[config.mk]
export PLATFORM = sky130hd
export DESIGN_NAME = isqrt_seq_flat
export DESIGN_NICKNAME = d
export VERILOG_FILES = /design/src/rtl/isqrt_seq_if.sv /design/src/rtl/isqrt_seq.sv /design/src/flat_wrapper.sv
export SDC_FILE = /design/constraint.sdc
export NUM_CORES = 1
export LEC_CHECK = 0
export CAP_MARGIN = 30
export CORE_MARGIN = 2
export CORE_UTILIZATION = 50
export DETAILED_ROUTE_END_ITERATION = 12
export GPL_ROUTABILITY_DRIVEN = 0
export PLACE_DENSITY_LB_ADDON = 0.15
export SKIP_CTS_REPAIR_TIMING = 1
export SYNTH_ARGS = -nofsm -noshare
export SYNTH_HDL_FRONTEND = slang
export SYNTH_SLANG_ARGS = --single-unit
export TNS_END_PERCENT = 50
[constraint.sdc]
create_clock -name clk -period 3.7 [get_ports clk]
set_input_delay 0.74 -clock clk [delete_from_list [all_inputs] [get_ports clk]]
set_output_delay 0.74 -clock clk [all_outputs]
set_load 0.005 [all_outputs]
[src/rtl/isqrt_seq_if.sv]
// Handshake/result bundle between the sqrt operand/result registers and isqrt_seq.
// The master drives start/radicand; the slave returns busy/done/root/remainder.
interface isqrt_seq_if #(
    parameter int WIDTH = 32
);
    localparam int RW  = WIDTH / 2;
    localparam int RMW = RW + 1;

    logic             start;
    logic [WIDTH-1:0] radicand;
    logic             busy;
    logic             done;
    logic [RW-1:0]    root;
    logic [RMW-1:0]   remainder;

    modport master (
        output start, radicand,
        input  busy, done, root, remainder
    );

    modport slave (
        input  start, radicand,
        output busy, done, root, remainder
    );
endinterface

[src/rtl/isqrt_seq.sv]
// Sequential restoring integer square root, one root bit per clock.
// Optional ISQRT_ROUND_EN rounds the root output to nearest (saturating).
//
// state | meaning
// IDLE  | waiting for start; outputs hold last result
// RUN   | one restoring iteration per edge, RW iterations total
// DONE  | one-cycle done pulse, results valid
module isqrt_seq #(
    parameter int WIDTH = 32
) (
    input  logic        clk,
    input  logic        rst,
    isqrt_seq_if.slave  bus
);
    localparam int RW  = WIDTH / 2;
    localparam int RMW = RW + 1;
    localparam int IW  = RW + 2;
    localparam int CW  = (RW > 1) ? $clog2(RW) : 1;

    typedef enum logic [1:0] {
        S_IDLE,
        S_RUN,
        S_DONE
    } state_t;

    state_t           r_state;
    state_t           w_state_next;

    logic [WIDTH-1:0] r_sh;
    logic [RW-1:0]    r_root;
    logic [IW-1:0]    r_rem;
    logic [CW-1:0]    r_cnt;
    logic [RW-1:0]    r_root_out;
    logic [RMW-1:0]   r_rem_out;

    logic [IW+1:0]    w_part;
    logic [IW+1:0]    w_trial;
    logic             w_ge;
    logic [IW-1:0]    w_rem_next;
    logic [RW-1:0]    w_root_next;
    logic [RW-1:0]    w_root_res;
    logic             w_last;

    assign w_part      = {r_rem, r_sh[WIDTH-1 -: 2]};
    assign w_trial     = {2'b00, r_root, 2'b01};
    assign w_ge        = (w_part >= w_trial);
    assign w_rem_next  = w_ge ? IW'(w_part - w_trial) : IW'(w_part);
    assign w_root_next = RW'({r_root, w_ge});
    assign w_last      = (r_cnt == CW'(RW - 1));

`ifdef ISQRT_ROUND_EN
    // Remainder above the root means the true root is past the halfway point.
    assign w_root_res = ((w_rem_next > IW'(w_root_next)) && !(&w_root_next))
                        ? w_root_next + 1'b1 : w_root_next;
`else
    assign w_root_res = w_root_next;
`endif

    always_ff @(posedge clk or posedge rst) begin
        if (rst) begin
            r_state <= S_IDLE;
        end else begin
            r_state <= w_state_next;
        end
    end

    always_comb begin
        w_state_next = r_state;
        case (r_state)
            S_IDLE:  if (bus.start) w_state_next = S_RUN;
            S_RUN:   if (w_last)    w_state_next = S_DONE;
            S_DONE:  w_state_next = S_IDLE;
            default: w_state_next = S_IDLE;
        endcase
    end

    always_ff @(posedge clk or posedge rst) begin
        if (rst) begin
            r_sh       <= '0;
            r_root     <= '0;
            r_rem      <= '0;
            r_cnt      <= '0;
            r_root_out <= '0;
            r_rem_out  <= '0;
        end else begin
            case (r_state)
                S_IDLE: begin
                    if (bus.start) begin
                        r_sh   <= bus.radicand;
                        r_root <= '0;
                        r_rem  <= '0;
                        r_cnt  <= '0;
                    end
                end
                S_RUN: begin
                    r_sh   <= {r_sh[WIDTH-3:0], 2'b00};
                    r_root <= w_root_next;
                    r_rem  <= w_rem_next;
                    r_cnt  <= r_cnt + 1'b1;
                    // Final remainder never exceeds 2*root, so RMW bits are enough.
                    if (w_last) begin
                        r_root_out <= w_root_res;
                        r_rem_out  <= RMW'(w_rem_next);
                    end
                end
                default: ;
            endcase
        end
    end

    assign bus.busy      = (r_state != S_IDLE);
    assign bus.done      = (r_state == S_DONE);
    assign bus.root      = r_root_out;
    assign bus.remainder = r_rem_out;
endmodule

[src/flat_wrapper.sv]
// flat-port wrapper written by rule: the top's interface ports become plain ports
module isqrt_seq_flat 
#(
    parameter int WIDTH = 32
)
  (clk, rst, bus_start, bus_radicand, bus_busy, bus_done, bus_root, bus_remainder);
  isqrt_seq_if #(.WIDTH(WIDTH)) bus_i ();
  input  logic clk;
  input  logic rst;
  input wire logic [$bits(bus_i.start)-1:0] bus_start;
  input wire logic [$bits(bus_i.radicand)-1:0] bus_radicand;
  output wire logic [$bits(bus_i.busy)-1:0] bus_busy;
  output wire logic [$bits(bus_i.done)-1:0] bus_done;
  output wire logic [$bits(bus_i.root)-1:0] bus_root;
  output wire logic [$bits(bus_i.remainder)-1:0] bus_remainder;
  assign bus_i.start = bus_start;
  assign bus_i.radicand = bus_radicand;
  assign bus_busy = bus_i.busy;
  assign bus_done = bus_i.done;
  assign bus_root = bus_i.root;
  assign bus_remainder = bus_i.remainder;
  isqrt_seq #(.WIDTH(WIDTH)) u_core (.clk(clk), .rst(rst), .bus(bus_i));
endmodule
# After elaboration in Yosys (flattened, before gate mapping)
# Cells that the tools add are included.
# word_totals
regBits	105
inputBits	35
out_inout_bits	35
elab_cells	33
# op_classes
add_sub_neg	2
magnitude_cmp	1
eq_ne	5
n_mux	12
n_reduce_logical	6
# op_table
op	n
one-hot mux 32 bit (2 select lines)	1
two-way mux 18 bit	2
one-hot mux 18 bit (2 select lines)	1
two-way mux 32 bit	1
one-hot mux 16 bit (2 select lines)	1
>= comparator 20 x 18 -> 1 bit	1
subtractor 18 bit	1
two-way mux 16 bit	1
one-hot mux 4 bit (2 select lines)	1
AND reduction 2 bit	3
adder 4 x 1 -> 4 bit, second input constant	1
== test 4 bit, second input constant	1
two-way mux 2 bit	2
two-way mux 4 bit	1
one-hot mux 2 bit (2 select lines)	1
nonzero test 2 bit	2
== test 2 x 1 -> 1 bit, second input constant	1
== test 2 bit, second input constant	1
zero test 2 bit	1
!= test 2 x 1 -> 1 bit, second input constant	1
!= test 2 bit, second input constant	1

# Logic depth before layout (Yosys ltp)
# Gate-level depths: netlist of run 1.
# depth
ltp_word	3
ltp_mapped	11
ltp_nobuf	9

# Least setup slack after synthesis of run 1
# No wires, ideal clock.
# synth_timing
path_kind	register -> register
from	reg u_core.r_rem[15]
to	reg u_core.r_rem[17]
setup_ns	0.132
arrival_time_ns	2.101
t_required_ns	3.568
setup_slack_ns	1.467
path_stages_with_launch	10
path_buffers	2
period_less_slack_ns	2.233
cell_sequence	dfrtp_1 > ha_1 > a2111o_1 > nor2_1 > nand4_4 > and2_4 > buf_12 > buf_12 > mux2i_1 > o211ai_2
# synth_between
elab_chain_cells	3
word_cells_on_any_way	4
cone_classes	1 x add/sub; 1 x order compare; 2 x mux
# synth_rtl
element	line_no	source
from (decl)	isqrt_seq.sv:31	logic [IW-1:0] r_rem;
from (signal assigned)	isqrt_seq.sv:98	r_rem <= w_rem_next;
subtractor 18 bit or >= comparator 20 x 18 -> 1 bit (tied branches)	isqrt_seq.sv:47, isqrt_seq.sv:46	
two-way mux 18 bit (*)	isqrt_seq.sv:47	assign w_rem_next = w_ge ? IW'(w_part - w_trial) : IW'(w_part);
one-hot mux 18 bit (2 select lines) (*)	isqrt_seq.sv:86	case (r_state)
# Every way passes the cells marked *; elsewhere a longest branch is shown, timed or not.
# A chain may end at the register's enable or synchronous reset.

# Worst setup path after layout of run 1
# layout_timing
from	reg u_core.r_rem[11]
to	reg u_core.r_rem[10]
# layout_between
elab_chain_cells	3
# layout_rtl
element	line_no	source
>= comparator 20 x 18 -> 1 bit	isqrt_seq.sv:46	assign w_ge = (w_part >= w_trial);
two-way mux 18 bit	isqrt_seq.sv:47	
one-hot mux 18 bit (2 select lines)	isqrt_seq.sv:86	
# No other way between the ends.

==> results of run 1 <==
## flip-flops by register name (all words and copies together) (netlist names)
signal	flops
u_core.r_rem	18
u_core.r_sh	32
u_core.bus.remainder	17
u_core.r_cnt	4
u_core.r_root	16
u_core.r_state	2
u_core.bus.root	16
## metal layers
metal,track usage [%],vias up,wire [um]
li1,-,2011,-
met1,27.36,1935,4965
met2,36.13,89,5569
met3,4.429,9,484
met4,4.857,0,114
met5,0,-,0
## synth_stat cells (2+ instances only)
library cell  count  area share [%]
a31oi_1           3            0.37
clkbuf_1         24             1.8
dfrtp_1         105              51
buf_1             6            0.44
o21bai_1          4            0.59
nor3_1            2            0.20
inv_1            25             1.8
and2_1            3            0.37
a21oi_2           3            0.51
xor2_1            8             1.4
ha_1             19             4.7
o22ai_1          30             3.7
nor2_1           65             4.8
o21ai_0          75             7.4
nand3_1          44             4.3
buf_12            2            0.78
nor2b_1           4            0.49
and3_1            2            0.25
nand4_1           4            0.49
nand2_1          50             3.7
a21o_1            2            0.29
mux2i_1          12             2.4
a21oi_1          13             1.3
nand2b_1          3            0.37
o211ai_1          5            0.74
xnor2_1           7             1.2
o21ai_1          11             1.1
## path summary, 6_finish.rpt
| check | from | endpoint | slack [ns] |
|---|---|---|---|
| max reg2reg | u_core.r_rem[11] | u_core.r_rem[10] | 1.11 |
| min in group asynchronous | rst | u_core.bus.root[2] | 0.81 |
| min reg2reg | u_core.bus.remainder[8] | u_core.bus.remainder[8] | 0.49 |
| max | u_core.r_rem[11] | u_core.r_rem[10] | 1.11 |
| min | u_core.bus.remainder[8] | u_core.bus.remainder[8] | 0.49 |
| max in group asynchronous | rst | u_core.r_rem[14] | 2.15 |
## through the flow
stage	setup WS (ns)	instance area (sq um)	hold slack, ns	util, %	std cells
final	1.112	6082	0.4870	61.94	740
after global routing	0.9536	6082	0.5287	61.94	740
after CTS	1.131	6082	0.4941	61.94	740
after detailed placement	1.163	5891	0.4708	59.99	724
after global placement	1.242	5863	0.4607	59.71	723
after floorplan	0.1995	5104	0.4501	-	547
## report_power, final
group / switching (mW) / internal (mW) / total, mW
sequential: 0.338 / 1.73 / 2.07
clock: 0.421 / 0.272 / 0.692
combinational: 2.08 / 1.58 / 3.67
## kinds of logic (layout without fill, tap and decap cells)
logic type | Yosys count | in the layout
buffers and inverters | 57 | 117
AOI/OAI and AO/OA | 155 | 155
xor gates and xnor gates | 15 | 15
adders and majority gates | 19 | 19
and+or+nand+nor | 184 | 184
muxes | 12 | 12
DFF | 105 | 105
## worst min-delay path, cell delays in order, from the launching register on
cell and delay [ns]:
dfrtp_1 0.35, nand2_1 0.05, o21ai_0 0.06
## final cells by class
class / instances / area [sq um] / area share (%)
Clock buffer: 10 / 137.6 / 2.263
Clock inverter: 6 / 53.80 / 0.8846
Inverter: 25 / 96.34 / 1.584
Multi-Input combinational cell: 385 / 2237 / 36.78
Sequential cell: 105 / 2628 / 43.20
Tap cell: 133 / 166.4 / 2.736
Timing Repair Buffer: 76 / 763.2 / 12.55
==> key figures, run 1 <==
Clock network
  – TritonCTS Sinks: roughly 110
  – Worst-skew pair later-pin latency: ~0.37 ns
  – CTS Buffer Depth: 2
  – Total CTS buffers: 9
  – # H-tree levels: 3
  – CTS clk-pin slew, worst paths: roughly 0.1 ns
  – Root Driver: clkbuf_8
  – CTS tree: done

Yosys
  – Synth warn: 0
  – Post-synth EDFFs: 0
  – Largest family of logic cells by synthesized area: compound AO/OA/AOI/OAI gates
  – Adder-Cell Fraction of Synth Area: about 4.7%
  – Post-Syn Nets: between 600 and 700
  – Mean Syn Cell Area: about 9.3 sq um
  – Xor/xnor share of the synthesized area: under 10%
  – Cell variety after synth: between 40 and 50
  – Sequential share of the synthesized area: between 50% and 60%
  – Mapped Cells: 547
  – Number of synthesized register bits: 105
  – Dominant synthesized flop cell: dfrtp_1
  – Post-synthesis mux area share: around 2.4%
  – Synth Cell Area: approximately 5000 sq um
  – Synth Area in Compound Gates: roughly 18%
  – Synth async-reset ratio: between 90% and 100%
  – Synth Area in Simple Gates: between 10% and 20%

Route
  – DR iter-0 viols: ~160
  – WL final: 11.13 mm
  – Remaining antenna violation count: 0
  – DRC Markers: 0
  – Via density: roughly 5.5
  – WL per Instance: about 15 um
  – DRT Pass-1 Iters: 4
  – Via count: between 4000 and 5000

STA
  – RSZ-0062 raised after global routing: false
  – Relative slew margins: a little over a third
  – Pins Over Slew Limit: 0
  – Worst-Margin Slew: approximately 0.98 ns
  – # setup viols final: 0
  – Count of final hold-check violations: 0
  – Fin crit period: approximately 2.6 ns
  – Final Skew: roughly 0.016 ns
  – FMAX: roughly 390 MHz
  – Final period utilization: a little over two thirds
  – Setup TNS: 0 ns

Floorplanning
  – FP Rows: 36
  – Die area: 11030 sq um
  – Die width: 105.0 um
  – I/O pin total: 70
  – Core box area: around 9800 sq um
  – Initial core utilization: 51.98%
  – Vert. Die Dim: around 110 um

Pwr
  – Lkg Pwr: 2.720 nW
  – Peak VDD IR: 0.0005163 V
  – Final Total Pwr: between 6 and 7 mW
  – Pwr dens: around 1100 nW/um^2

Worst setup path
  – CP max FO: 18
  – Startpoint Class: flop
  – CP Class: reg2reg
  – Buf/Inv on CP: 0
  – Critical path, cell by cell: ha_1, nand2_2, nor3_2, nor3_1, a21oi_2, and2_4, mux2i_1, o21ai_0
  – Crit-path slowest cell: ha_1
  – Reg2reg path depth: 8
  – Max incr delay on CP: about 0.44 ns
  – Crit-path leading delay family: simple AND/OR/NAND/NOR gates
  – Req. time, crit path: 3.91 ns
  – Worst Setup End Kind: flop
  – Data arrival time of the critical path: approximately 2.8 ns
  – Stages on the worst setup path: 8

Layout
  – Most frequent cells in the layout: dfrtp_1 (105), o21ai_0 (75), clkdlybuf4s50_1 (69)
  – Layout fillers: 882
  – Diodes inserted: 0
  – Commonest non-fill, non-tap cell in the layout: dfrtp_1
  – Final nets: between 600 and 700
  – Area growth, synth to finish: 19.17%
  – Fraction of layout cells with a size suffix above 1: 6.096%

GRT
  – Vias in the first global route: 4017
  – First-pass GRT wire length: approximately 19 mm
  – GR Overflow Total: 0
  – GRT Util Overall: between 20% and 30%
  – Initial antenna violation count: 0
  – Largest net degree at the start of global routing: approximately 110

Place
  – # port buffers: a little under 70
  – Final HPWL DP: around 8 mm

Flow run
  – Maxcap violations: 0

Outcome
  – Status: finished, final reports clean

Hold path
  – Min-Delay Path Depth: 2
  – Hold Path Class: reg2reg
Power figures use the tool's default switching activity.
==> inputs of run 2 (changes only) <==
==> constraint.sdc (replaced) <==
create_clock -name clk -period 2.15 [get_ports clk]
set_input_delay 0.43 -clock clk [delete_from_list [all_inputs] [get_ports clk]]
set_output_delay 0.43 -clock clk [all_outputs]
set_load 0.005 [all_outputs]
==> key figures, run 2 (synthesis gave the netlist of run 1 again) <==
STA
  – Count of final hold-check violations: 0 (unchanged)
  – Fin crit period: 2.318 ns (-0.2704 ns)
  – Worst-Margin Slew: 0.5344 ns (-0.4439 ns)
  – Setup slack after layout: -0.1675 ns (-1.280 ns)
  – RSZ-0062 raised after global routing: true
  – Final Skew: 0.01717 ns (+0.001062 ns)
  – # setup viols final: 37 (+37)
  – Pins Over Slew Limit: 0 (unchanged)
  – Setup TNS: -3.278 ns (-3.278 ns)
  – FMAX: 431.5 MHz (+12%)
  – Relative slew margins: 64.30% (+30 points)
  – Final period utilization: 107.8% (+38 points)

Layout
  – Final Core Density: 71.36% (+9.4 points)
  – Fraction of layout cells with a size suffix above 1: 23.79% (+18 points)
  – Final nets: 730 (+11%)
  – Diodes inserted: 0 (unchanged)
  – Most frequent cells in the layout: dfrtp_1 (105), buf_4 (74), clkdlybuf4s50_1 (69)
  – Max FFs per register: 32 (unchanged)
  – Commonest non-fill, non-tap cell in the layout: dfrtp_1
  – Largest Register: u_core.r_sh
  – Layout fillers: 758 (-14%)
  – Area growth, synth to finish: 37.29%
  – Final std cells w/o fill: 814 (+10%)
  – Finished Cell Area: 7007 sq um (+15%)
  – Register area: 2628 sq um (unchanged)
  – Multi-input gate area: 2565 sq um (+15%)

GRT
  – Largest net degree at the start of global routing: 84 (-22%)
  – First-pass GRT wire length: 20.67 mm (+8.8%)
  – Initial antenna violation count: 0 (unchanged)
  – GR Overflow Total: 0 (unchanged)
  – GRT Util Overall: 23.48% (+2.4 points)
  – Vias in the first global route: 4501 (+12%)

Floorplanning
  – Initial core utilization: 51.98% (unchanged)
  – I/O pin total: 70 (unchanged)
  – Die width: 105.0 um (unchanged)
  – Vert. Die Dim: 105.0 um (unchanged)
  – Die area: 11030 sq um (unchanged)
  – FP Rows: 36 (unchanged)
  – Core box area: 9819 sq um (unchanged)

Route
  – Via count: 4538 (+12%)
  – DR iter-0 viols: 234 (+51%)
  – Remaining antenna violation count: 0 (unchanged)
  – WL final: 13.24 mm (+19%)
  – DRC Markers: 0 (unchanged)
  – Via density: 5.575 (+2.0%)
  – DRT Pass-1 Iters: 5 (+1)
  – WL per Instance: 16.26 um (+8.1%)

Clock network
  – Root Driver: clkbuf_8
  – CTS Buffer Depth: 2 (unchanged)
  – # H-tree levels: 3 (unchanged)
  – TritonCTS Sinks: 105 (unchanged)
  – Worst-skew pair later-pin latency: 0.40 ns (+0.03 ns)
  – CTS tree: done
  – CTS clk-pin slew, worst paths: 0.11 ns (about the same)
  – Total CTS buffers: 9 (unchanged)

Place
  – # port buffers: 69 (unchanged)
  – Final HPWL DP: 8.870 mm (+14%)
  – Placed cell area: 6430 sq um (+9.2%)
  – Placed Cells: 790 (+9.1%)

Worst setup path
  – Setup slack, reg-to-reg: -0.17 ns (-1.28 ns)
  – CP Class: reg2reg
  – Worst Setup End Kind: flop
  – Crit path from: u_core.r_root[12]
  – Data arrival time of the critical path: 2.58 ns (-0.21 ns)
  – Startpoint Class: flop
  – Req. time, crit path: 2.42 ns (-1.49 ns)
  – CP max FO: 8 (-10)
  – R2R Path Start: u_core.r_root[12]

Outcome
  – Failing checks: setup timing
  – Status: complete, but fails checks

Flow run
  – Maxcap violations: 0 (unchanged)

Pwr
  – Peak VDD IR: 0.0008078 V (+56%)
  – Pwr dens: 2016 nW/um^2 (+91%)
  – Lkg Pwr: 3.095 nW (+14%)
  – Final Total Pwr: 14.12 mW (+120%)

Hold path
  – Hold Path Class: in2async
[run 2: changes by cell type in the layout (fill, tap and decap cells not counted), sizes merged]
cell,previous run,this run
inv,26,29
and2,4,5
buf,7,80
clkinvlp,2,1
clkinv,3,1
[run 2: layout make-up]
| class | instances | area share, % |
|---|---|---|
| clock buffers | 10 | 1.964 |
| clock inverters | 6 | 0.7857 |
| inverters | 25 | 1.393 |
| multi-input cells | 386 | 36.61 |
| flip-flops and latches | 105 | 37.50 |
| well taps | 133 | 2.375 |
| repair buffers | 149 | 19.37 |
[run 2: power breakdown]
group | internal (mW) | total, mW | switching (mW) | leakage, nW
logic | 4.63 | 9.30 | 4.67 | 1.77
clock network | 0.480 | 1.22 | 0.742 | 0.100
registers | 2.98 | 3.60 | 0.620 | 1.22
total | 8.09 | 14.1 | 6.04 | 3.09
[run 2: path summary, 6_finish.rpt]
check	to	cells past startpoint
setup / recovery	u_core.r_rem[6]	10
hold / removal	u_core.r_sh[5]	2
setup reg to reg	u_core.r_rem[6]	10
hold reg to reg	u_core.bus.root[10]	2
max in group asynchronous	u_core.bus.root[11]	3
min in group clk	u_core.bus.root[10]	2
[run 2: routing by layer]
metal  vias up  GRT usage (%)  wire [um]
met5         -              0          0
met4         0          12.67        557
met3        43          5.178        584
met2       140          38.87       6608
met1      2191          28.52       5484
li1       2164              -          -
[run 2: stage by stage]
| stage | setup WS (ns) | hold slack, ns |
|---|---|---|
| floorplan | -0.08341 | 0.4501 |
| global placement | -0.1572 | 0.4596 |
| detailed placement | -0.2465 | 0.4707 |
| CTS | -0.2593 | 0.4059 |
| global route | -0.3393 | 0.4323 |
| finish | -0.1675 | 0.4128 |
[run 2: critical path, cell delays in order, from the launching register on]
cell,delay [ns]
dfrtp_1,0.40
inv_1,0.16
ha_4,0.24
o21ai_0,0.24
nor2_2,0.10
buf_4,0.14
nor2_2,0.13
nand4_4,0.13
and2_4,0.27
mux2i_2,0.25
o21ai_1,0.12
==> inputs of run 3 (changes only) <==
--- a/config.mk
+++ b/config.mk
@@ -6,8 +6,10 @@
 export NUM_CORES = 1
 export LEC_CHECK = 0
 export CAP_MARGIN = 30
+export CORE_ASPECT_RATIO = 1.25
 export CORE_MARGIN = 2
 export CORE_UTILIZATION = 50
+export CTS_CLUSTER_SIZE = 28
 export DETAILED_ROUTE_END_ITERATION = 12
 export GPL_ROUTABILITY_DRIVEN = 0
 export PLACE_DENSITY_LB_ADDON = 0.15
==> key figures, run 3 (synthesis gave the netlist of run 1 again) <==
Outcome
  – Status: complete, but fails checks
  – Failing checks: setup timing

Pwr
  – Pwr dens: 2059 nW/um^2 (+2.1%)
  – P_int: 8.407 mW (+3.9%)
  – Sequential share of power: 24.9% (-0.6 points)
  – Peak VDD IR: 0.0008764 V (+8.5%)
  – Combinational share of power: 63.7% (-2.2 points)
  – Power share of the clock group: 11.4% (+2.7 points)
  – Sw frac: 41.32% (-1.4 points)
  – Psw: 5.921 mW (-1.9%)
  – Lkg Pwr: 3.064 nW (-0.99%)
  – Final Total Pwr: 14.33 mW (+1.4%)

Worst setup path
  – CP Class: reg2reg
  – Data arrival time of the critical path: 2.60 ns (+0.02 ns)
  – Req. time, crit path: 2.42 ns (about the same)
  – Crit-path slowest cell: ha_1
  – Max incr delay on CP: 0.37 ns (-0.03 ns)
  – Startpoint Class: flop
  – Critical path, cell by cell: inv_1, ha_1, nand2_2, a2111oi_4, nor2_2, buf_4, o21bai_1, xnor2_1, mux2i_4, o21ai_1
  – Worst Setup End Kind: flop
  – CP max FO: 4 (-4)

STA
  – RSZ-0062 raised after global routing: true
  – Setup slack after layout: -0.1845 ns (-0.01695 ns)
  – Count of final hold-check violations: 0 (unchanged)
  – Worst-Margin Slew: 0.5556 ns (+0.02121 ns)
  – Final Skew: 0.007435 ns (-0.009731 ns)
  – Fin crit period: 2.334 ns (+0.01695 ns)
  – Final period utilization: 108.6% (+0.79 points)
  – # setup viols final: 36 (-2.7%)
  – Fin Hold WS: 0.4801 ns (+0.06730 ns)
  – Relative slew margins: 62.96% (-1.3 points)
  – FMAX: 428.4 MHz (-0.73%)
  – Pins Over Slew Limit: 0 (unchanged)

Layout
  – Most frequent cells in the layout: dfrtp_1 (105), clkdlybuf4s50_1 (69), nor2_1 (64), buf_4 (64), o21ai_0 (57)
  – Area growth, synth to finish: 36.38%
  – Final Core Density: 69.58% (-1.8 points)
  – Fraction of layout cells with a size suffix above 1: 21.31% (-2.5 points)
  – Commonest non-fill, non-tap cell in the layout: dfrtp_1
  – Final std cells w/o fill: 800 (-1.7%)
  – Diodes inserted: 0 (unchanged)
  – Largest Register: u_core.r_sh
  – Layout fillers: 793 (+4.6%)
  – Max FFs per register: 32 (unchanged)
  – Final nets: 720 (-1.4%)

Route
  – Via density: 5.491 (-1.5%)
  – DRT Pass-1 Iters: 4 (-1)
  – DR iter-0 viols: 249 (+6.4%)
  – DRC Markers: 0 (unchanged)
  – WL per Instance: 15.71 um (-3.4%)
  – WL final: 12.57 mm (-5.0%)
  – Remaining antenna violation count: 0 (unchanged)
  – Via count: 4393 (-3.2%)

Floorplanning
  – Initial core utilization: 51.02% (-0.96 points)
  – Die width: 94.37 um (-10%)
  – Core box area: 10000 sq um (+1.9%)
  – Die area: 11040 sq um (about the same)
  – FP Rows: 41 (+14%)
  – Vert. Die Dim: 117.0 um (+11%)
  – I/O pin total: 70 (unchanged)

GRT
  – Initial antenna violation count: 0 (unchanged)
  – First-pass GRT wire length: 19.71 mm (-4.6%)
  – GR Overflow Total: 0 (unchanged)
  – GRT Util Overall: 22.65% (-0.83 points)
  – Largest net degree at the start of global routing: 106 (+26%)
  – Vias in the first global route: 4305 (-4.4%)

Clock network
  – CTS clk-pin slew, worst paths: 0.07 ns (-0.04 ns)
  – Root Driver: clkbuf_16
  – TritonCTS Sinks: 105 (unchanged)
  – Total CTS buffers: 9 (unchanged)
  – Worst-skew pair later-pin latency: 0.34 ns (-0.06 ns)
  – # H-tree levels: 3 (unchanged)
  – CTS Buffer Depth: 2 (unchanged)
  – CTS tree: done

Place
  – # port buffers: 69 (unchanged)
  – Final HPWL DP: 8.447 mm (-4.8%)
  – Placed Cells: 779 (-1.4%)

Hold path
  – Hold Path Class: reg2reg

Flow run
  – Maxcap violations: 0 (unchanged)
## run 3: critical path, delay by kind of cell (launching register included)
kind                     cells  cell delay (ns)
AO/OA/AOI/OAI                3             0.75
adder cells (fa/ha/maj)      1             0.37
flip-flops                   1             0.36
buffers and inverters        2             0.24
AND/OR/NAND/NOR              2             0.22
XOR/XNOR                     1             0.22
multiplexers                 1             0.12
## run 3: area by class of cell
class / instances / area [sq um] / area share (%)
Timing Repair Buffer: 138 / 1262 / 18.14
Clock buffer: 10 / 229.0 / 3.290
Clock inverter: 6 / 66.31 / 0.9527
Inverter: 25 / 97.59 / 1.402
Sequential cell: 105 / 2628 / 37.75
Multi-Input combinational cell: 387 / 2516 / 36.15
Tap cell: 129 / 161.4 / 2.319
## run 3: worst paths after layout
kind                       cells past startpoint                     from                      end  slack, ns
max                                           10         u_core.r_root[5]         u_core.r_rem[12]      -0.18
min                                            2  u_core.bus.remainder[7]  u_core.bus.remainder[7]       0.48
max reg2reg                                   10         u_core.r_root[5]         u_core.r_rem[12]      -0.18
min reg2reg                                    2  u_core.bus.remainder[7]  u_core.bus.remainder[7]       0.48
max in group asynchronous                      3                      rst          u_core.r_cnt[1]       1.13
min in group asynchronous                      3                      rst          u_core.r_rem[7]       0.59
## run 3: power by group through the flow
stage / registers [mW] / logic (mW) / clock network (mW)
final: 3.57 / 9.12 / 1.63
after global routing: 3.69 / 9.95 / 1.75
after CTS: 3.54 / 7.56 / 1.66
after detailed placement: 3.56 / 7.53 / 0
after global placement: 3.51 / 7.32 / 0
after floorplan: 3.49 / 4.65 / 0
## run 3: metal layers
layer | wire (um) | GRT usage [%]
met1 | 5155 | 27.81
met2 | 6822 | 40.95
met3 | 394 | 3.841
met4 | 195 | 6.763
met5 | 0 | 0
## run 3: per-stage QoR
step           worst slack, ns  TNS, ns  area, sq um
6_report               -0.1845   -3.293         6960
5_1_grt                -0.2634   -7.210         6960
4_1_cts                -0.2902   -6.204         6660
3_5_place_dp           -0.2207   -4.474         6365
3_3_place_gp           -0.1760   -2.528         6365
2_1_floorplan         -0.08341   -1.014         5107
==> patch 1 (settings of run 3) <==
Add a define of `ISQRT_ROUND_EN`.
--- a/src/rtl/isqrt_seq.sv
+++ b/src/rtl/isqrt_seq.sv
@@ -5,6 +5,8 @@
 // IDLE  | waiting for start; outputs hold last result
 // RUN   | one restoring iteration per edge, RW iterations total
 // DONE  | one-cycle done pulse, results valid
+`define ISQRT_ROUND_EN
+
 module isqrt_seq #(
     parameter int WIDTH = 32
 ) (
Behaviour: same outputs for any inputs over 10 cycles, from zero or initial values and one cycle with rst high; that may be too few to reach the edited logic, so the function may still have changed.
==> patch 1 against run 3 <==
  * The flow still finishes with violations (setup timing)
  * Fmax is 48% lower
  * Sequential cell count stayed put
  * Area after synthesis is 19% higher
  * Routed wire length is 33% higher
  * Critical path depth is 10 higher
  * Utilization is 2.6 points higher
  * Cell area is 24% higher
  * Cell count is 29% higher
  * Worst setup slack worse by 2.2 ns
  * Non-clock buffer count is 74 higher
  * Critical path type unchanged
  * Critical endpoint is now u_core.bus.root[1]
  * Largest cell class is now multi-input gates
  * Highest routed layer unchanged
Power is not shown: default switching activity piles up to over one toggle a cycle in this logic, so the estimate is an artifact.
==> patch 1: results (changes against run 3) <==
* Synthesized net count: 743 (+24%)
* Drt pass-1 iters: 4 (unchanged)
* Path category of the worst min-delay check: register to register
- Number of filler instances in the final layout: 893 (+13%)
- First-pass GRT wire length: 25900 µm (+31%)
- Total global routing overflow: 0 (unchanged)
* Worst-case setup slack after placement: -2.40 ns (-2.18 ns)
* List of most frequent post-synthesis cells: dfrtp_1 (105), nand2_1 (105), o21ai_0 (100), a21oi_1 (52), inv_1 (38)
- The HPWL after detailed placement came to 11900 µm (+41%).
* Via count of the first global-routing pass: 5430 (+26%)
- DRC marker count from the first detailed-route iteration: 229 (-8.0%)
* Main area contributors after synthesis: dfrtp_1 (43%), o21ai_0 (8.2%), ha_1 (7.4%)
- The critical path arrival was 4.71 ns (+2.11 ns).
- The number of port buffers came to 69 (unchanged).
- Share of cells above drive strength 1: 0.245 (+0.0317)
- Maximum level of the CTS H-tree: 3 (unchanged)
- The maximum number of pins on one net before global-route repair is 68 (-36%).
- Post-synthesis area per instance: 9.07 µm² (-2.8%)
- Worst max-slew margin expressed relative to the limit: 0.445 (-0.185)
- The count of vias placed by the detailed router is 5610 (+28%).
- Number of antenna cells inserted: 0 (unchanged)
- The total of endpoints with negative setup slack in the final report is 52 (+44%).
* Final Worst Setup Slack: -2.35 ns (-2.16 ns)
- The maximum fanout count along the critical path is 7 (+3).
- Flip-flop count of the largest register, all copies and words added: 32 (unchanged)
- Fraction of the yosys area taken by sequential cells: 0.431 (-0.0835)
- Distinct cells, synth: 56 (+30%)
* GR Util All Layers: 0.252 (+0.0256)
* Failing checks: setup timing
- The number of nets in the layout came to 932 (+29%).
- Status: finished with violations
- Clock skew after layout: 0.00867 ns (+0.00124 ns)
- Register bank with the most flops: u_core.r_sh
- Placed cell area: 8000 µm² (+26%)
- The total clock buffers created by CTS came to 9 (unchanged).
* DR WL/cell: 16.2 µm (+3.0%)
==> patch 1: cell count changes in the layout (fill, tap and decap cells not counted), sizes merged, moves of 17 or more <==
cell          run 3  this run
buf              69       143
o22ai            30         0
ha               19        36
nand3            44         7
o21ai            86       105
nor2             66        17
nand2            51       105
and3b             0        30
xnor2             7        26
a21oi            16        53
==> patch 1: layer usage <==
layer / track usage / vias up / wire, µm
li1: - / 2737 / -
met1: 0.295 / 2676 / 6600
met2: 0.434 / 144 / 8690
met3: 0.0361 / 53 / 478
met4: 0.146 / 0 / 908
met5: 0 / - / 0
==> patch 1: layout make-up <==
| cell class | count | area share |
|---|---|---|
| multi-input cells | 495 | 0.404 |
| flip-flops and latches | 105 | 0.304 |
| repair buffers | 212 | 0.216 |
| clock buffers | 12 | 0.0308 |
| well taps | 164 | 0.0237 |
| inverters | 38 | 0.0169 |
| clock inverters | 4 | 0.00405 |
==> patch 1: critical path: stages, from the launching register on <==
cell       delay (ns)
dfrtp_1          0.41
ha_4             0.18
or3_1            0.37
o22a_2           0.29
a2111oi_4        0.39
o41ai_2          0.14
a21oi_1          0.20
o21ai_1          0.14
xor2_1           0.19
mux2i_1          0.18
inv_1            0.10
ha_4             0.27
nand4_1          0.09
nor2_2           0.18
o21ai_2          0.09
a22oi_2          0.33
nor4b_4          0.09
buf_6            0.16
nor3b_4          0.26
mux2i_1          0.23
o21ai_1          0.07
==> patch 1: cell families after synthesis <==
logic type / synth area share
DFF: 0.431
muxes: 0.0333
xor gates and xnor gates: 0.0415
adders and majority gates: 0.0739
AOI/OAI and AO/OA: 0.190
buffers and inverters: 0.0448
and+or+nand+nor: 0.185
==> patch 1: through the flow <==
step / setup TNS [ns] / hold slack (ns) / utilization / instances
5_1_grt: -61.59 / 0.503 / 0.721 / 1030
6_report: -53.88 / 0.476 / 0.721 / 1030
3_5_place_dp: -58.82 / 0.466 / 0.667 / 1004
3_3_place_gp: -53.94 / 0.462 / 0.667 / 1004
2_1_floorplan: -43.30 / 0.450 / - / 672
4_1_cts: -58.73 / 0.483 / 0.692 / 1020
==> patch 1: final timing paths <==
| check | cells past startpoint | end | start |
|---|---|---|---|
| max reg2reg | 20 | u_core.bus.root[1] | u_core.r_rem[0] |
| min reg2reg | 2 | u_core.bus.remainder[15] | u_core.bus.remainder[15] |
| max | 20 | u_core.bus.root[1] | u_core.r_rem[0] |
| min | 2 | u_core.bus.remainder[15] | u_core.bus.remainder[15] |
| max in group asynchronous | 3 | u_core.r_root[11] | rst |
| min in group asynchronous | 3 | u_core.r_sh[9] | rst |
==> patch 2 (settings of run 3) <==
Without the edit above. Reset style: synchronous (`rst`), changed in 2 clocked blocks.
--- a/src/rtl/isqrt_seq.sv
+++ b/src/rtl/isqrt_seq.sv
@@ -56,7 +56,7 @@
     assign w_root_res = w_root_next;
 `endif
 
-    always_ff @(posedge clk or posedge rst) begin
+    always_ff @(posedge clk) begin
         if (rst) begin
             r_state <= S_IDLE;
         end else begin
@@ -74,7 +74,7 @@
         endcase
     end
 
-    always_ff @(posedge clk or posedge rst) begin
+    always_ff @(posedge clk) begin
         if (rst) begin
             r_sh       <= '0;
             r_root     <= '0;
Check against the original RTL: differs if rst is asserted again (counterexample within 4 cycles, from zero or initial values and one cycle with rst high); with rst held inactive, the same outputs for 10 cycles.
==> patch 2 against run 3 <==
  * The flow still finishes with violations (setup timing)
  * Area after synthesis is 2.0% lower
  * Sequential cell count stayed put
  * Non-clock buffer count up 38
  * Worst setup slack worse by 0.17 ns
  * Critical path depth did not move
  * Cell area up 4.5%
  * Routed wire length grew 17%
  * Via count rose by 16%
  * Critical path type unchanged
  * Critical endpoint is now u_core.bus.remainder[4]
Power is not compared: it rests on default switching activity, and its combinational part moved more than twofold at a synthesized area within 25%.
==> patch 2: results (changes against run 3) <==
- Antenna violations before repair: 0 (unchanged)
- u_core.r_sh holds more flip-flops than any other register.
- Max stage delay cell, worst path: or4_4
- CTS placed an instance of clkbuf_16 at the clock tree root.
- DRC marker count from the first detailed-route iteration: 328 (+32%)
- Via count of the first global-routing pass: 4779 (+11%)
* Port Buffers: 69 (unchanged)
- CTS Buffer Depth: 2 (unchanged)
- Share of cells above drive strength 1: 0.269 (+0.0556)
- The number of warnings printed during yosys synthesis came to 0 (unchanged).
- Placed cell area: 6500 µm² (+2.1%)
* # placed instances: 874 (+12%)
- Path category of the worst min-delay check: register to register
- Main area contributors after synthesis: dfxtp_1 (42%), nand2_1 (9.8%), a311oi_1 (5.1%)
- R2r worst-path depth: 10 (unchanged)
- Number of cells produced by synthesis: 623 (+14%)
- Post-layout instance count excluding filler cells: 900 (+13%)
- Worst-case setup slack after placement: -0.408 ns (-0.187 ns)
- Distinct cells, synth: 56 (+30%)
- The later pin in the worst-skew pair is clocked with a latency of 0.35 ns.
- The maximum fanout count along the critical path was 8 (+4).
* Failing checks: setup timing
- The maximum number of pins on one net before global-route repair is 39 (-63%).
* Number of antenna cells inserted: 0 (unchanged)
- Maximum single-stage delay on the critical path: 0.55 ns (+0.18 ns)
* Worst VDD drop: 0.718 mV
* Fraction of the yosys area taken by sequential cells: 0.420 (-0.0946)
* Asr flop ratio synth: 0 (-1.00)
- Clk pin slew, worst setup/hold paths: 0.07 ns (about the same)
- Leak Pwr: 2.88 nW
* Total Routed Length: 14800 µm (+17%)
- The count of vias placed by the detailed router is 5115 (+16%).
- The setup TNS after final layout came to -9.86 ns (-6.57 ns).
- GR Util All Layers: 0.254 (+0.0276)
* Net count of the finished layout: 823 (+14%)
- The total nets after synthesis was 677 (+13%).
- First-pass GRT wire length: 22000 µm (+11%)
* List of most frequent post-synthesis cells: nand2_1 (130), dfxtp_1 (105), nor2_1 (59), a21oi_1 (48), o21ai_0 (44)
* Drt pass-1 iters: 9 (+5)
- The level count of the clock H-tree came to 3 (unchanged).
- The total of endpoints with negative setup slack in the final report is 37 (+2.8%).
- Final Worst Setup Slack: -0.356 ns (-0.172 ns)
- Instance count along the most critical hold path: 2 (unchanged)
- Flip-flop count of the largest register, all copies and words added: 32 (unchanged)
- The flow ran to the end, but the final reports show violations.
- Clock skew after layout: 0.00840 ns (+0.000962 ns)
- For this design the ratio of total power to cell area is 1120 nW/µm².
- The actual transition at the worst max-transition pin is 0.764 ns (+0.208 ns).
- HPWL after detailed placement: 9940 µm (+18%)
* TritonCTS Buffers: 9 (unchanged)
- Commonest register cell after synthesis: dfxtp_1
==> patch 2: logic make-up (layout without fill, tap and decap cells) <==
| group | count (synthesis) | after routing | share of synthesized area |
|---|---|---|---|
| AOI/OAI and AO/OA | 168 | 168 | 0.222 |
| adders and majority gates | 19 | 19 | 0.0475 |
| DFF | 105 | 105 | 0.420 |
| muxes | 14 | 14 | 0.0280 |
| buffers and inverters | 63 | 214 | 0.0525 |
| and+or+nand+nor | 241 | 241 | 0.207 |
| xor gates and xnor gates | 13 | 13 | 0.0228 |
==> patch 2: metrics by stage <==
stage	total power, mW	util
floorplan	4.20	-
global placement	5.23	0.673
detailed placement	5.27	0.673
CTS	6.85	0.702
global route	8.48	0.753
finish	8.15	0.753
==> patch 2: metal layers <==
| layer | track usage | share of wire | up-vias |
|---|---|---|---|
| met2 | 0.445 | 0.51 | 174 |
| li1 | - | - | 2475 |
| met1 | 0.305 | 0.40 | 2428 |
| met4 | 0.119 | 0.047 | 0 |
| met5 | 0 | 0 | - |
| met3 | 0.0397 | 0.043 | 38 |
==> patch 2: critical path: cells and delay by family (launching register included) <==
family	cells	cell delay [ns]
AND/OR/NAND/NOR	4	0.94
AO/OA/AOI/OAI	2	0.44
adder cells (fa/ha/maj)	1	0.15
flip-flops	1	0.34
buffers and inverters	2	0.24
multiplexers	1	0.25
==> patch 2: layout make-up <==
class	instances	area, µm²
Multi-Input combinational cell	455	3070
Sequential cell	105	2110
Clock buffer	12	256
Timing Repair Buffer	176	1570
Clock inverter	4	26.3
Fill cell	651	2380
Tap cell	126	158
Inverter	22	82.6
==> patch 2: where the power goes <==
part	switching, mW	internal (mW)
Sequential	0.0948	2.06
Combinational	2.17	2.24
Clock	0.728	0.850
==> patch 2: worst paths after layout <==
kind / startpoint / endpoint / slack [ns]
worst max-delay path: u_core.r_root[7] / u_core.bus.remainder[4] / -0.36
worst min-delay path: u_core.bus.root[15] / u_core.bus.root[15] / 0.46
worst max register to register: u_core.r_root[7] / u_core.bus.remainder[4] / -0.36
worst min register to register: u_core.bus.root[15] / u_core.bus.root[15] / 0.46
